## src/rtl/rf_bank_arbiter_pkg.sv

```systemverilog
// rf_bank_arbiter_pkg: shared sizes and helpers for the register-file bank arbiter.
package rf_bank_arbiter_pkg;
    localparam int NUM_BANKS = 4;
    localparam int BANK_W    = 2;
    localparam int ROW_W     = 3;
    localparam int TAG_W     = 3;
    localparam int CNT_W     = 16;
    localparam int NUM_SLOTS = 8;

    function automatic logic [CNT_W-1:0] popcnt(input logic [NUM_SLOTS-1:0] v);
        popcnt = '0;
        for (int i = 0; i < NUM_SLOTS; i++) popcnt += CNT_W'(v[i]);
    endfunction
endpackage

```

## src/rtl/rf_bank_arbiter_rr_arb8.sv

```systemverilog
// rr_arb8: combinational 8-way round-robin picker starting at i_ptr.
module rr_arb8
    import rf_bank_arbiter_pkg::*;
(
    input  logic [NUM_SLOTS-1:0] i_req,
    input  logic [TAG_W-1:0]     i_ptr,
    output logic [NUM_SLOTS-1:0] o_gnt,
    output logic [TAG_W-1:0]     o_idx
);
    // Scan from farthest to nearest so the slot closest to the pointer wins.
    always_comb begin
        o_idx = '0;
        for (int i = NUM_SLOTS - 1; i >= 0; i--)
            if (i_req[i_ptr + TAG_W'(i)]) o_idx = i_ptr + TAG_W'(i);
        o_gnt = |i_req ? NUM_SLOTS'(1) << o_idx : '0;
    end
endmodule

```

## src/rtl/rf_bank_arbiter.sv

```systemverilog
// rf_bank_arbiter: per-bank round-robin read arbitration with writeback priority,
// registered bank commands and saturating per-bank conflict counters.
module rf_bank_arbiter
    import rf_bank_arbiter_pkg::*;
#(
    parameter int NUM_OC = 4
) (
    input  logic                          clk,
    input  logic                          rst,
    input  logic [2*NUM_OC-1:0]           Req_Valid,
    input  logic [2*NUM_OC*BANK_W-1:0]    Req_Bank,
    input  logic [2*NUM_OC*ROW_W-1:0]     Req_Row,
    output logic [2*NUM_OC-1:0]           Req_Grant,
    input  logic                          WriteValid,
    input  logic [BANK_W-1:0]             WriteBank,
    input  logic [ROW_W-1:0]              WriteRow,
    output logic [NUM_BANKS-1:0]          Bank_Rd_Valid,
    output logic [NUM_BANKS*ROW_W-1:0]    Bank_Rd_Row,
    output logic [NUM_BANKS*TAG_W-1:0]    Bank_Rd_Tag,
    output logic [NUM_BANKS-1:0]          Bank_Wr_Valid,
    output logic [ROW_W-1:0]              Bank_Wr_Row,
    output logic [NUM_BANKS*CNT_W-1:0]    Conflict_Cnt
);
    logic [NUM_SLOTS-1:0]       w_all [NUM_BANKS];
    logic [NUM_SLOTS-1:0]       w_req [NUM_BANKS];
    logic [NUM_SLOTS-1:0]       w_gnt [NUM_BANKS];
    logic [TAG_W-1:0]           w_idx [NUM_BANKS];
    logic [CNT_W-1:0]           w_cnt_nxt [NUM_BANKS];
    logic [TAG_W-1:0]           r_ptr [NUM_BANKS];
    logic [CNT_W-1:0]           r_cnt [NUM_BANKS];
    logic [NUM_BANKS-1:0]       r_rd_valid;
    logic [NUM_BANKS*ROW_W-1:0] r_rd_row;
    logic [NUM_BANKS*TAG_W-1:0] r_rd_tag;
    logic [NUM_BANKS-1:0]       r_wr_valid;
    logic [ROW_W-1:0]           r_wr_row;

    // A bank being written, or reset, offers no requests to its arbiter.
    always_comb begin
        w_all = '{default: '0};
        w_req = '{default: '0};
        for (int b = 0; b < NUM_BANKS; b++) begin
            for (int s = 0; s < NUM_SLOTS; s++)
                w_all[b][s] = Req_Valid[s] && Req_Bank[s*BANK_W +: BANK_W] == BANK_W'(b);
            w_req[b] = (rst || (WriteValid && WriteBank == BANK_W'(b))) ? '0 : w_all[b];
        end
    end

    for (genvar b = 0; b < NUM_BANKS; b++) begin : g_arb
        rr_arb8 u_arb (
            .i_req(w_req[b]),
            .i_ptr(r_ptr[b]),
            .o_gnt(w_gnt[b]),
            .o_idx(w_idx[b])
        );
    end

    always_comb begin
        Req_Grant = '0;
        for (int b = 0; b < NUM_BANKS; b++) Req_Grant |= w_gnt[b];
    end

    // Losers this cycle = requests to the bank minus the (at most one) winner.
    always_comb begin
        logic [CNT_W:0] sum;
        w_cnt_nxt = '{default: '0};
        for (int b = 0; b < NUM_BANKS; b++) begin
            sum = {1'b0, r_cnt[b]} + {1'b0, popcnt(w_all[b]) - CNT_W'(|w_gnt[b])};
            w_cnt_nxt[b] = sum[CNT_W] ? '1 : sum[CNT_W-1:0];
        end
    end

    always_ff @(posedge clk or posedge rst) begin
        if (rst) begin
            r_rd_valid <= '0;
            r_rd_row   <= '0;
            r_rd_tag   <= '0;
            r_wr_valid <= '0;
            r_wr_row   <= '0;
            for (int b = 0; b < NUM_BANKS; b++) begin
                r_ptr[b] <= '0;
                r_cnt[b] <= '0;
            end
        end else begin
            r_wr_valid <= WriteValid ? NUM_BANKS'(1) << WriteBank : '0;
            r_wr_row   <= WriteValid ? WriteRow : r_wr_row;
            for (int b = 0; b < NUM_BANKS; b++) begin
                r_rd_valid[b]              <= |w_gnt[b];
                r_rd_row[b*ROW_W +: ROW_W] <= |w_gnt[b] ? Req_Row[w_idx[b]*ROW_W +: ROW_W] : '0;
                r_rd_tag[b*TAG_W +: TAG_W] <= |w_gnt[b] ? w_idx[b] : '0;
                r_ptr[b]                   <= |w_gnt[b] ? w_idx[b] + TAG_W'(1) : r_ptr[b];
                r_cnt[b]                   <= w_cnt_nxt[b];
            end
        end
    end

    always_comb begin
        Conflict_Cnt = '0;
        for (int b = 0; b < NUM_BANKS; b++) Conflict_Cnt[b*CNT_W +: CNT_W] = r_cnt[b];
    end

    assign Bank_Rd_Valid = r_rd_valid;
    assign Bank_Rd_Row   = r_rd_row;
    assign Bank_Rd_Tag   = r_rd_tag;
    assign Bank_Wr_Valid = r_wr_valid;
    assign Bank_Wr_Row   = r_wr_row;
endmodule

```

## config.mk

```make
export PLATFORM = sky130hd
export DESIGN_NAME = rf_bank_arbiter
export DESIGN_NICKNAME = d
export VERILOG_FILES = /design/src/rtl/rf_bank_arbiter_pkg.sv /design/src/rtl/rf_bank_arbiter_rr_arb8.sv /design/src/rtl/rf_bank_arbiter.sv
export SDC_FILE = /design/constraint.sdc
export NUM_CORES = 1
export LEC_CHECK = 0
export BUFFER_PORTS_ARGS = -buffer_cell sky130_fd_sc_hd__buf_2
export CAP_MARGIN = 20
export CORE_MARGIN = 2
export CORE_UTILIZATION = 35
export CTS_CLUSTER_SIZE = 40
export DETAILED_ROUTE_END_ITERATION = 7
export MAX_ROUTING_LAYER = met4
export PLACE_DENSITY = 0.62
export SYNTH_ARGS = -nofsm -noshare
export SYNTH_HDL_FRONTEND = slang
export SYNTH_SLANG_ARGS = --single-unit
```

## constraint.sdc

```tcl
create_clock -name clk -period 26.4 [get_ports clk]
set_input_delay 2.64 -clock clk [delete_from_list [all_inputs] [get_ports clk]]
set_output_delay 2.64 -clock clk [all_outputs]
set_load 0.02 [all_outputs]
```

# Word level (Yosys, flattened, before mapping)
# Cells that the tools add are included.
# W data, S select, Z words.
[op_classes]
n_eq_ne = 27
bitwise = 3
muxes = 117
reduce_logical = 57
n_shift = 9
n_mul = 4
n_addsub = 68
magnitude_cmp = 32
[ops]
columns = ["op", "count"]
rows = [
  ["$lt A3 B4 Y1 const B", 32],
  ["$mux W3", 40],
  ["$bmux W1 S3", 32],
  ["$shiftx A24 B6 Y3", 4],
  ["$add A16 B16 Y17", 4],
  ["$mux W16", 4],
  ["$mux W8", 8],
  ["$reduce_or A8 Y1", 8],
  ["$add A3 B3 Y3 const B", 16],
  ["$eq A2 B2 Y1 const B", 18],
  ["$logic_and A1 B1 Y1", 36],
  ["$sub A8 B1 Y9", 4],
  ["$add A7 B1 Y8", 4],
  ["$mux W1", 32],
  ["$shl A1 B3 Y8 const A", 4],
  ["$add A6 B1 Y7", 4],
  ["$add A3 B1 Y3 const B", 8],
  ["$add A3 B2 Y3 const B", 8],
  ["$add A5 B1 Y6", 4],
  ["$or A8 B8 Y8", 3],
  ["$add A4 B1 Y5", 4],
  ["$mul A3 B2 Y5 const B", 4],
  ["$eq A2 B1 Y1 const B", 9],
  ["$logic_not A2 Y1", 9],
  ["other kinds (6)", 18],
]
[word_totals]
ff_bits = 111
elab_cells = 330
input_bits = 56
out_inout_bits = 107

# Depth between registers and ports, before layout
[logic_depth]
word_depth = 20
ltp_mapped = 40
depth_no_buf = 36

# By module
# From an unflattened synthesis, not the netlist that was laid out.
[hier_totals]
hier_cells = 1364
hier_area_um2 = 13251.5
[modules_own_cells]
columns = ["module", "seq_area_each_um2", "cells_per_inst", "instances", "area_each_um2"]
rows = [
  ["rf_bank_arbiter", 2777.7, 876, 1, 8692.1],
  ["rr_arb8", 0.0, 122, 4, 1139.8],
]

# Worst setup path after synthesis
# No wires, ideal clock.
[synth_timing]
path_kind = "input to register"
from = "input rst"
to = "register r_cnt, in the netlist Conflict_Cnt[10]"
path_stages = 32
slack_ns = 12.845
t_arrival_ns = 13.409
n_path_buf = 3
setup_time_ns = 0.146
required_ns = 26.254
path_cell_list = "buf_2 inv_1 clkbuf_1 o2111a_1 o22ai_1 a221oi_1 o21ai_1 a211oi_1 a221oi_1 o21ai_2 inv_1 ha_1 o41ai_2 inv_1 ha_1 inv_1 fa_1 fa_1 ha_1 fa_1 fa_1 a21o_1 a21oi_1 o21bai_1 a21oi_1 o21ba_2 o21ai_0 a21oi_1 o21ai_0 a21oi_1 clkbuf_1 o211ai_1"
[synth_rtl]
columns = ["element", "line", "text"]
rows = [
  ["start: declaration", "rf_bank_arbiter.sv:9", "input logic rst,"],
  ["end signal: indexed assignment", "rf_bank_arbiter.sv:91", "r_cnt[b] <= w_cnt_nxt[b];"],
  ["end: declaration", "rf_bank_arbiter.sv:30", "logic [CNT_W-1:0] r_cnt [NUM_BANKS];"],
]

==> summary.md <==
| Metric | Value |
|---|---|
| Commonest non-fill, non-tap cell in the layout | `buf_2` |
| Setup crit end | `Conflict_Cnt[22]` |
| Post-CTS Setup Repair Bufs | `0` |
| Req. time, crit path | `26.65 ns` |
| Cts repair resizes | `0` |
| Final Max Slew Viols | `0` |
| CP startpoint kind | `primary input` |
| CTS root buffer | `clkbuf_16` |
| I/O pin count | `163` |
| Final WL | `43,500 microns` |
| Top_reg_cell synth | `dfrtp_1` |
| Number of max-cap violations | `0` |
| Crit-path max FO | `15` |
| Largest family of logic cells by synthesized area | `compound AO/OA/AOI/OAI gates` |
| Critical path origin | `WriteValid` |
| RSZ-0062 raised after global routing | `false` |
| Xor-xnor portion of the synthesized cell area | `4.08%` |
| Grt ovf | `0` |
| Crit share post-route | `44.6%` |
| Post-synthesis adder-cell area fraction | `13.0%` |
| Critical path class | `in2reg` |
| Total GRT Usage | `22.7%` |
| First-pass GRT wire length | `68,600 microns` |
| Endpoints failing hold | `0` |
| Wire per inst | `20.4 microns` |
| HPWL after detailed placement | `32,400 microns` |
| Vias | `12,800` |
| Largest net degree at the start of global routing | `73` |
| Pre-CTS setup slack | `14.29 ns` |
| Post-Syn Area | `13,300 sq um` |
| Number of global-route vias before repair | `12,400` |
| Hold Path Class | `reg2reg` |
| Total negative slack | `0 ns` |
| Reg-to-reg startpoint | `r_ptr[6]` |
| Starting Density | `35.4%` |
| Asr flop ratio synth | `100%` |
| Syn Nets | `1,705` |
| Post-synthesis mux area share | `9.68%` |
| Drt initial violations | `1,105` |
| Clock slew at reported path FFs | `0.08 ns` |
| Share of cells above drive strength 1 | `16.9%` |
| # hold bufs at CTS | `0` |
| Warnings from Yosys | `0` |
| FF+latch count, synth | `111` |
| Synth Instances | `1,525` |
| Clock buffer depth | `2` |
| Router iterations before antenna repair | `7` |
| CP max stage cell | `a211oi_1` |
| Clk sinks | `111` |
| Port bufs | `162` |
| Number of synthesized flops with an enable pin | `0` |
| Worst-Skew Late Latency | `0.40 ns` |
| Slew HR | `27.4%` |
| H-tree depth | `3` |
| DRC Markers | `0` |
| Layout area overhead | `10.8%` |
| Via-per-instance ratio | `6.03` |
| Die ar. | `39,600 sq um` |
| Post-synthesis compound-gate area fraction | `27.0%` |
| Min-delay src | `Bank_Wr_Row[2]` |
| Core Region | `37,600 sq um` |
| Seq/Total Area, Yosys | `20.9%` |
| Worst R2R Path Depth | `32` |
| Die height | `199 microns` |
| Nets | `1,793` |
| Highest achievable clock rate | `0.0850 GHz` |
| Most frequent cells in the layout | `buf_2 (162), dfrtp_1 (111), inv_1 (109), ha_1 (100), nor2_1 (92)` |
| TritonCTS clock tree | `yes` |
| R2R Setup Slk | `15.90 ns` |
| Final Skew | `0.0144 ns` |
| Chip width | `199 microns` |
| WP data arrival | `12.01 ns` |
| DRT antenna net count | `0` |
| Mapped Avg Cell Area | `8.72 sq um` |
| Minimum clock period | `11.76 ns` |
| Worst path max stage delay | `0.90 ns` |
| GPL Wtd Cong | `0.951` |
| Worst Tran Pin Value | `1.08 ns` |
| Simple-Gate Fraction of Synth Area | `18.4%` |
| Setup violators final | `0` |
| Std-Cell Rows | `71` |
| Inserted Clock Buffers | `9` |
| Reg2reg end | `Conflict_Cnt[22]` |
| Yosys cell types | `103` |
| Endpoint type of the worst setup path | `register` |
| Setup ws final | `14.64 ns` |
| Initial antenna violation count | `2` |
| Status | `finished, final reports clean` |
## synth_stat cells (39+ instances only)
| cell | count | share of area, % |
|---|---|---|
| dfrtp_1 | 111 | 21 |
| mux2i_1 | 51 | 3.8 |
| nor2_1 | 92 | 2.6 |
| nor3_1 | 50 | 1.9 |
| xnor2_1 | 39 | 2.6 |
| clkbuf_1 | 49 | 1.4 |
| o211ai_1 | 45 | 2.5 |
| inv_1 | 110 | 3.1 |
| nand2_1 | 88 | 2.5 |
| o21ai_0 | 51 | 1.9 |
| ha_1 | 100 | 9.4 |
| a21oi_1 | 81 | 3.0 |
## worst max-delay path, delay by kind of cell
family | cells | cell delay (ns)
buf+inv | 5 | 0.57
mux | 1 | 0.47
fa+ha+maj | 7 | 2.47
simple gates | 7 | 1.84
compound gates | 10 | 3.95
## cell type report
class                   instances  area (sq um)
diodes                          2          5.00
clock buffers                  10           239
clock inverters                 5          88.8
fillers                      3856         22800
inverters                     119           452
multi-input cells            1199          9630
flip-flops and latches        111          2780
well taps                     511           639
repair buffers                173           913
## metal layers
| metal | part of all wire [%] | routed length [microns] | up-vias | global-route usage, % |
|---|---|---|---|---|
| met5 | 0 | 0 | - | - |
| li1 | - | - | 6006 | - |
| met4 | 2.9 | 1240 | 0 | 8.21 |
| met2 | 46 | 20200 | 588 | 35.9 |
| met1 | 43 | 18700 | 6172 | 28.8 |
| met3 | 7.8 | 3390 | 73 | 4.34 |
## stage by stage
stage / util, % / hold WS [ns] / std cells / instance area (sq um)
after floorplan: - / 0.629 / 1525 / 13300
after global placement: 38.2 / 0.490 / 2110 / 14400
after detailed placement: 38.3 / 0.504 / 2112 / 14400
after CTS: 39.1 / 0.526 / 2127 / 14700
after global routing: 39.2 / 0.542 / 2130 / 14700
final: 39.2 / 0.518 / 2130 / 14700
## how the worst min path moves through the flow
stage	depth (start not counted)	endpoint	slack, ns
floorplan	3	r_ptr[1]	0.63
global placement	1	Bank_Wr_Row[0]	0.49
detailed placement	1	Bank_Wr_Row[1]	0.50
CTS	1	Bank_Wr_Row[1]	0.53
global route	1	Bank_Wr_Row[0]	0.54
finish	1	Bank_Wr_Row[2]	0.52
## flip-flops by register name (all words and copies together), names as in the netlist
signal and count:
r_ptr 12, Bank_Wr_Valid 4, Bank_Rd_Row 12, Bank_Wr_Row 3
Bank_Rd_Tag 12, Bank_Rd_Valid 4, Conflict_Cnt 64
## cell families (layout without fill, tap and decap cells)
logic type / count (synthesis) / after routing
xor+xnor: 62 / 62
buf+inv: 215 / 307
mux: 95 / 95
compound gates: 484 / 484
fa+ha+maj: 124 / 124
other cells: 0 / 2
flops: 111 / 111
simple gates: 434 / 434
Power is left out: the tool's default activity adds up to more than one toggle a clock period on the data nets, which glitch-free logic cannot reach.
